## src/rtl/multicycle_control.sv

```systemverilog
// Control FSM for a multicycle ARM-style datapath. It decodes the instruction register,
// sequences fetch/decode/execute/memory/write-back and drives the datapath enables.
module multicycle_control (
    input  logic        clk,
    input  logic        reset,
    input  logic [31:0] instr,
    input  logic        mem_ready,
    input  logic        alu_zero,
    input  logic        alu_neg,
    input  logic        alu_ovf,
    output logic        imem_req,
    output logic        dmem_read,
    output logic        dmem_write,
    output logic        ir_write,
    output logic        pc_write,
    output logic        reg_write,
    output logic        flag_write,
    output logic        pc_src,
    output logic        alu_src,
    output logic        mem_to_reg,
    output logic [1:0]  alu_op,
    output logic [2:0]  ext_sel,
    output logic        illegal,
    output logic [2:0]  state
);

    typedef enum logic [2:0] {
        S_BOOT   = 3'd0,
        S_FETCH  = 3'd1,
        S_DECODE = 3'd2,
        S_EXEC   = 3'd3,
        S_MEM    = 3'd4,
        S_WB     = 3'd5
    } state_t;

    typedef enum logic [3:0] {
        C_NONE = 4'd0,
        C_ADDS = 4'd1,
        C_SUBS = 4'd2,
        C_LDUR = 4'd3,
        C_STUR = 4'd4,
        C_ADDI = 4'd5,
        C_B    = 4'd6,
        C_CBZ  = 4'd7,
        C_BLT  = 4'd8
    } class_t;

    localparam logic [1:0] ALU_ADD  = 2'b00;
    localparam logic [1:0] ALU_SUB  = 2'b01;
    localparam logic [1:0] ALU_PASS = 2'b10;

    state_t state_q;
    class_t class_q;
    logic   n_q;
    logic   v_q;
    class_t dec_class;
    logic   blt_taken;
    logic   unused_instr_bits;

    assign unused_instr_bits = ^instr[20:5];

    always_comb begin
        dec_class = C_NONE;
        if (instr[31:21] == 11'b10101011000) begin
            dec_class = C_ADDS;
        end else if (instr[31:21] == 11'b11101011000) begin
            dec_class = C_SUBS;
        end else if (instr[31:21] == 11'b11111000010) begin
            dec_class = C_LDUR;
        end else if (instr[31:21] == 11'b11111000000) begin
            dec_class = C_STUR;
        end else if (instr[31:22] == 10'b1001000100) begin
            dec_class = C_ADDI;
        end else if (instr[31:26] == 6'b000101) begin
            dec_class = C_B;
        end else if (instr[31:24] == 8'b10110100) begin
            dec_class = C_CBZ;
        end else if (instr[31:24] == 8'b01010100 && instr[4:0] == 5'b01011) begin
            dec_class = C_BLT;
        end
    end

    function automatic logic [2:0] ext_of(input class_t c);
        case (c)
            C_ADDS, C_SUBS: ext_of = 3'd1;
            C_LDUR, C_STUR: ext_of = 3'd2;
            C_CBZ, C_BLT:   ext_of = 3'd3;
            C_B:            ext_of = 3'd4;
            C_ADDI:         ext_of = 3'd5;
            default:        ext_of = 3'd0;
        endcase
    endfunction

    // Signed less-than uses the flags latched by the most recent ADDS/SUBS.
    assign blt_taken = n_q ^ v_q;

    always_ff @(posedge clk or posedge reset) begin
        if (reset) begin
            state_q <= S_BOOT;
            class_q <= C_NONE;
            n_q     <= 1'b0;
            v_q     <= 1'b0;
        end else begin
            if (flag_write) begin
                n_q <= alu_neg;
                v_q <= alu_ovf;
            end
            case (state_q)
                S_BOOT: state_q <= S_FETCH;
                S_FETCH: begin
                    if (mem_ready) begin
                        state_q <= S_DECODE;
                    end
                end
                S_DECODE: begin
                    class_q <= dec_class;
                    state_q <= (dec_class == C_NONE) ? S_FETCH : S_EXEC;
                end
                S_EXEC: begin
                    case (class_q)
                        C_ADDS, C_SUBS, C_ADDI: state_q <= S_WB;
                        C_LDUR, C_STUR:         state_q <= S_MEM;
                        default:                state_q <= S_FETCH;
                    endcase
                end
                S_MEM: begin
                    if (mem_ready) begin
                        state_q <= (class_q == C_LDUR) ? S_WB : S_FETCH;
                    end
                end
                S_WB:    state_q <= S_FETCH;
                default: state_q <= S_BOOT;
            endcase
        end
    end

    always_comb begin
        imem_req   = 1'b0;
        dmem_read  = 1'b0;
        dmem_write = 1'b0;
        ir_write   = 1'b0;
        pc_write   = 1'b0;
        reg_write  = 1'b0;
        flag_write = 1'b0;
        pc_src     = 1'b0;
        alu_src    = 1'b0;
        mem_to_reg = 1'b0;
        alu_op     = ALU_ADD;
        ext_sel    = 3'd0;
        illegal    = 1'b0;
        case (state_q)
            S_FETCH: begin
                imem_req = 1'b1;
                ir_write = mem_ready;
                pc_write = mem_ready;
            end
            S_DECODE: begin
                ext_sel = ext_of(dec_class);
                illegal = (dec_class == C_NONE);
            end
            S_EXEC: begin
                ext_sel = ext_of(class_q);
                case (class_q)
                    C_ADDS: flag_write = 1'b1;
                    C_SUBS: begin
                        alu_op     = ALU_SUB;
                        flag_write = 1'b1;
                    end
                    C_ADDI, C_LDUR, C_STUR: alu_src = 1'b1;
                    C_B: begin
                        pc_write = 1'b1;
                        pc_src   = 1'b1;
                    end
                    C_CBZ: begin
                        alu_op   = ALU_PASS;
                        pc_write = alu_zero;
                        pc_src   = alu_zero;
                    end
                    C_BLT: begin
                        pc_write = blt_taken;
                        pc_src   = blt_taken;
                    end
                    default: ;
                endcase
            end
            S_MEM: begin
                ext_sel    = ext_of(class_q);
                dmem_read  = (class_q == C_LDUR);
                dmem_write = (class_q == C_STUR);
            end
            S_WB: begin
                ext_sel    = ext_of(class_q);
                reg_write  = 1'b1;
                mem_to_reg = (class_q == C_LDUR);
            end
            default: ;
        endcase
    end

    assign state = state_q;

endmodule

```

## config.mk

```make
export PLATFORM = sky130hd
export DESIGN_NAME = multicycle_control
export DESIGN_NICKNAME = d
export VERILOG_FILES = /design/src/rtl/multicycle_control.sv
export SDC_FILE = /design/constraint.sdc
export NUM_CORES = 1
export LEC_CHECK = 0
export CORE_MARGIN = 5
export CORE_UTILIZATION = 40
export DETAILED_ROUTE_END_ITERATION = 7
export MAX_ROUTING_LAYER = met4
export PLACE_DENSITY = 0.85
export SLEW_MARGIN = 30
export SYNTH_ARGS = -nofsm -noshare
export SYNTH_HDL_FRONTEND = slang
export SYNTH_SLANG_ARGS = --single-unit
```

## constraint.sdc

```tcl
create_clock -name clk -period 4.1 [get_ports clk]
set_input_delay 0.82 -clock clk [delete_from_list [all_inputs] [get_ports clk]]
set_output_delay 0.82 -clock clk [all_outputs]
set_load 0.005 [all_outputs]
```

==> results by group <==
Clocking
  – H-tree depth: 1
  – Clock root buffer: clkbuf_4
  – CTS tree: built
  – Clock latency on the worst-skew pair: 0.27 ns
  – Clk slew on worst S/H paths: 0.07 ns
  – # hold bufs at CTS: 0
  – Clk sinks: 9
  – Max clock buf depth: 2
  – CTS Buf Count: 3

Logic synthesis
  – Yosys warnings: 0
  – Synth Flop Type: dfrtp_1
  – Yosys top cell area share: 23.4%
  – Cell count after synthesis: 121
  – Syn nets: 165
  – Commonest cells post-synth: 11 x nand2_1, 9 x dfrtp_1, 9 x inv_1, 9 x nor2_1, 8 x and3_1
  – Top-count cell post-synth: nand2_1
  – Fraction of registers with async set/reset: 100%
  – Top cells by area, synth: dfrtp_1 23%, ha_1 7.8%, and3_1 5.2%
  – Post-synth EDFFs: 0
  – Mapped Area: 963 sq um
  – Post-synthesis cell type count: between 40 and 50
  – Mapped Avg Cell Area: between 7 and 8 sq um
  – Yosys reg bits: 9
  – Leading area contributor after synthesis: dfrtp_1
  – Seq/Total Area, Yosys: 23.4%

Route
  – Via-to-Cell Ratio: around 5.6
  – First-pass detailed-route iteration total: 5
  – Initial DRC Count: 22
  – Final ANT Viol Nets: 0
  – Post-route DRC: 0
  – Routed length per placed instance: around 15 microns
  – Routed wire length: ~3.1 mm
  – Total number of vias: 1157

Power and ir drop
  – Design Power: 0.000630 W
  – Sw Ratio: a little over two fifths
  – Power per cell area: 398 nW/um^2
  – Pleak: slightly above 0.7 nW
  – P_int: 0.000359 W
  – Combinational power share: 59.2%
  – Seq pwr share: 29.4%
  – Max IR drop VDD: 0.271 mV
  – Clock share of power: 11.5%
  – Switching power: approximately 0.00027 W

Setup path
  – Worst-path cell chain: clkdlybuf4s50_1 > buf_4 > nand4bb_1 > nor4_2 > a211oi_2 > ha_1 > buf_4 > a211oi_2 > o21ai_1 > buf_2
  – CP startpoint kind: input pin
  – Max FO, Critical Path: 4
  – CP required: 3.28 ns
  – Cell family with most CP delay: buffers and inverters
  – Critical path buffers and inverters: 4
  – WP data arrival: 3.16 ns
  – Critical Setup Path Class: in -> out
  – Critical Path Sink Type: primary output
  – Largest stage delay on the critical path: 0.48 ns
  – Slowest stage cell, crit path: nor4_2

Placed design
  – Routability cong.: 0.969
  – IO Port Bufs: 40
  – HPWL after detailed placement: about 2.5 mm
  – Total placed cells including tap cells: roughly 200

STA
  – Worst slew margin: 55.3%
  – Min Tclk post-route: 3.98 ns
  – Final setup viols: 0
  – FMAX: 251 MHz
  – Tcrit/Tclk final: 97.2%
  – Hold Vio Cnt, Final: 0
  – Skew final: 0.00815 ns
  – Worst-margin pin slew: 0.653 ns
  – Max Slew Vio Count: 0
  – RSZ-0062 raised after global routing: no

Global route
  – Number of global-route vias before repair: 1202
  – Overall routing resource usage: between 10% and 20%
  – Largest net degree at the start of global routing: 13
  – Global-route wire length before repair: 5.00 mm
  – GRT overflow: 0
  – Initial antenna violation count: 0

Floorplanning
  – Std-Cell Rows: 17
  – Initial Utilization: 42.7%
  – # IOs: between 50 and 60
  – Die Span X: 59.1 microns
  – Die area: 3490 sq um
  – CORE AREA: 2250 sq um
  – Die H: 59.1 microns

Hold path
  – Worst min-delay path class: reg -> reg

Finish
  – Area growth syn-to-layout: 64.2%
  – Diodes inserted: 0
  – Final core occ: 70.1%
  – Share of layout cells above drive strength 1: 22.9%
  – Cell Count, Final, Fillers Out: between 200 and 250
  – Fin nets: 224

Status
  – Outcome: finished clean

Flow run
  – Max-cap violation count: 0
## path summary, 6_finish.rpt
kind,start,to,slack (ns),depth (start not counted)
min reg2reg,n_q,n_q,0.51,1
min in group asynchronous,reset,v_q,0.82,2
min,n_q,n_q,0.51,1
max reg2reg,class_q[0],state[2],2.31,5
max,instr[25],ext_sel[0],0.12,10
max in group asynchronous,reset,class_q[3],3.01,2
## worst register-to-register path: stages, from the launching register on
cell and delay [ns]:
dfrtp_1 0.42, inv_1 0.12, ha_1 0.27, nor2_1 0.06, a2111oi_0 0.62, o41a_1 0.24
## layer usage
| metal | vias up | part of all wire (%) | track usage [%] |
|---|---|---|---|
| met4 | 0 | 3.2 | 9.06 |
| met2 | 60 | 51 | 36.3 |
| met1 | 523 | 38 | 17.9 |
| met3 | 10 | 8.6 | 3.27 |
| li1 | 564 | - | - |
| met5 | - | 0 | - |
## stage by stage
stage | TNS (ns) | setup slack [ns] | instance area (sq um) | hold slack, ns
final | 0 | 0.116 | 1580 | 0.510
after global routing | 0 | 0.00121 | 1580 | 0.539
after CTS | -0.0160 | -0.0160 | 1560 | 0.512
after detailed placement | -0.851 | -0.342 | 1510 | 0.496
after global placement | -0.629 | -0.301 | 1510 | 0.494
after floorplan | 0 | 0.746 | 963 | 0.480
## power groups by stage
stage                     combinational [W]  clock [W]  sequential [W]
after floorplan                    0.000233          0        0.000156
after global placement             0.000362          0        0.000182
after detailed placement           0.000376          0        0.000186
after CTS                          0.000373  0.0000726        0.000185
after global routing               0.000416  0.0000776        0.000194
final                              0.000373  0.0000722        0.000185
## repair_timing
item / 4_1_cts / 5_1_grt
endpoints found under the setup margin: 3 / 4
pin swaps: 5 / 5
resized for setup: 17 / 6
buffers inserted: 1 / 0
## sequential cells by signal (all words and copies together) (netlist names)
| register | flops |
|---|---|
| n_q | 1 |
| class_q | 4 |
| v_q | 1 |
| state | 3 |
## kinds of logic (layout without fill, tap and decap cells)
| logic type | after synthesis | in the layout | share of synthesized area, % |
|---|---|---|---|
| XOR/XNOR | 1 | 1 | 0.909 |
| AO/OA/AOI/OAI | 28 | 28 | 21.0 |
| adder cells (fa/ha/maj) | 6 | 6 | 7.79 |
| multiplexers | 4 | 4 | 4.42 |
| buffers and inverters | 15 | 73 | 5.84 |
| AND/OR/NAND/NOR | 58 | 58 | 36.6 |
| flip-flops | 9 | 9 | 23.4 |
## placed cells by master, fill, tap and decap left out, types with 2 or more instances in the layout
| cell | netlist | final |
|---|---|---|
| a211oi_2 | 0 | 4 |
| a21oi_1 | 3 | 3 |
| and3_1 | 8 | 8 |
| buf_2 | 0 | 2 |
| buf_4 | 0 | 18 |
| clkbuf_4 | 0 | 3 |
| clkdlybuf4s50_1 | 0 | 34 |
| dfrtp_1 | 9 | 9 |
| dlymetal6s2s_1 | 0 | 2 |
| ha_1 | 6 | 6 |
| inv_1 | 9 | 8 |
| inv_2 | 2 | 3 |
| mux2_1 | 2 | 2 |
| mux2i_1 | 2 | 2 |
| nand2_1 | 11 | 11 |
| nand3_1 | 5 | 5 |
| nor2_1 | 9 | 9 |
| nor2b_1 | 2 | 2 |
| nor3_1 | 4 | 4 |
| nor3_4 | 1 | 2 |
| nor3b_1 | 2 | 2 |
| o21ai_0 | 2 | 2 |
| o21ai_1 | 7 | 7 |
| o22ai_1 | 2 | 2 |
| or2_1 | 2 | 2 |
## final cells by class
type	count	area, sq um
clock buffers	4	26.3
fillers	196	673
inverters	11	41.3
multi-input cells	97	729
flip-flops and latches	9	225
well taps	28	35.0
repair buffers	58	524
Note: power is estimated with default switching activity, not from simulation.
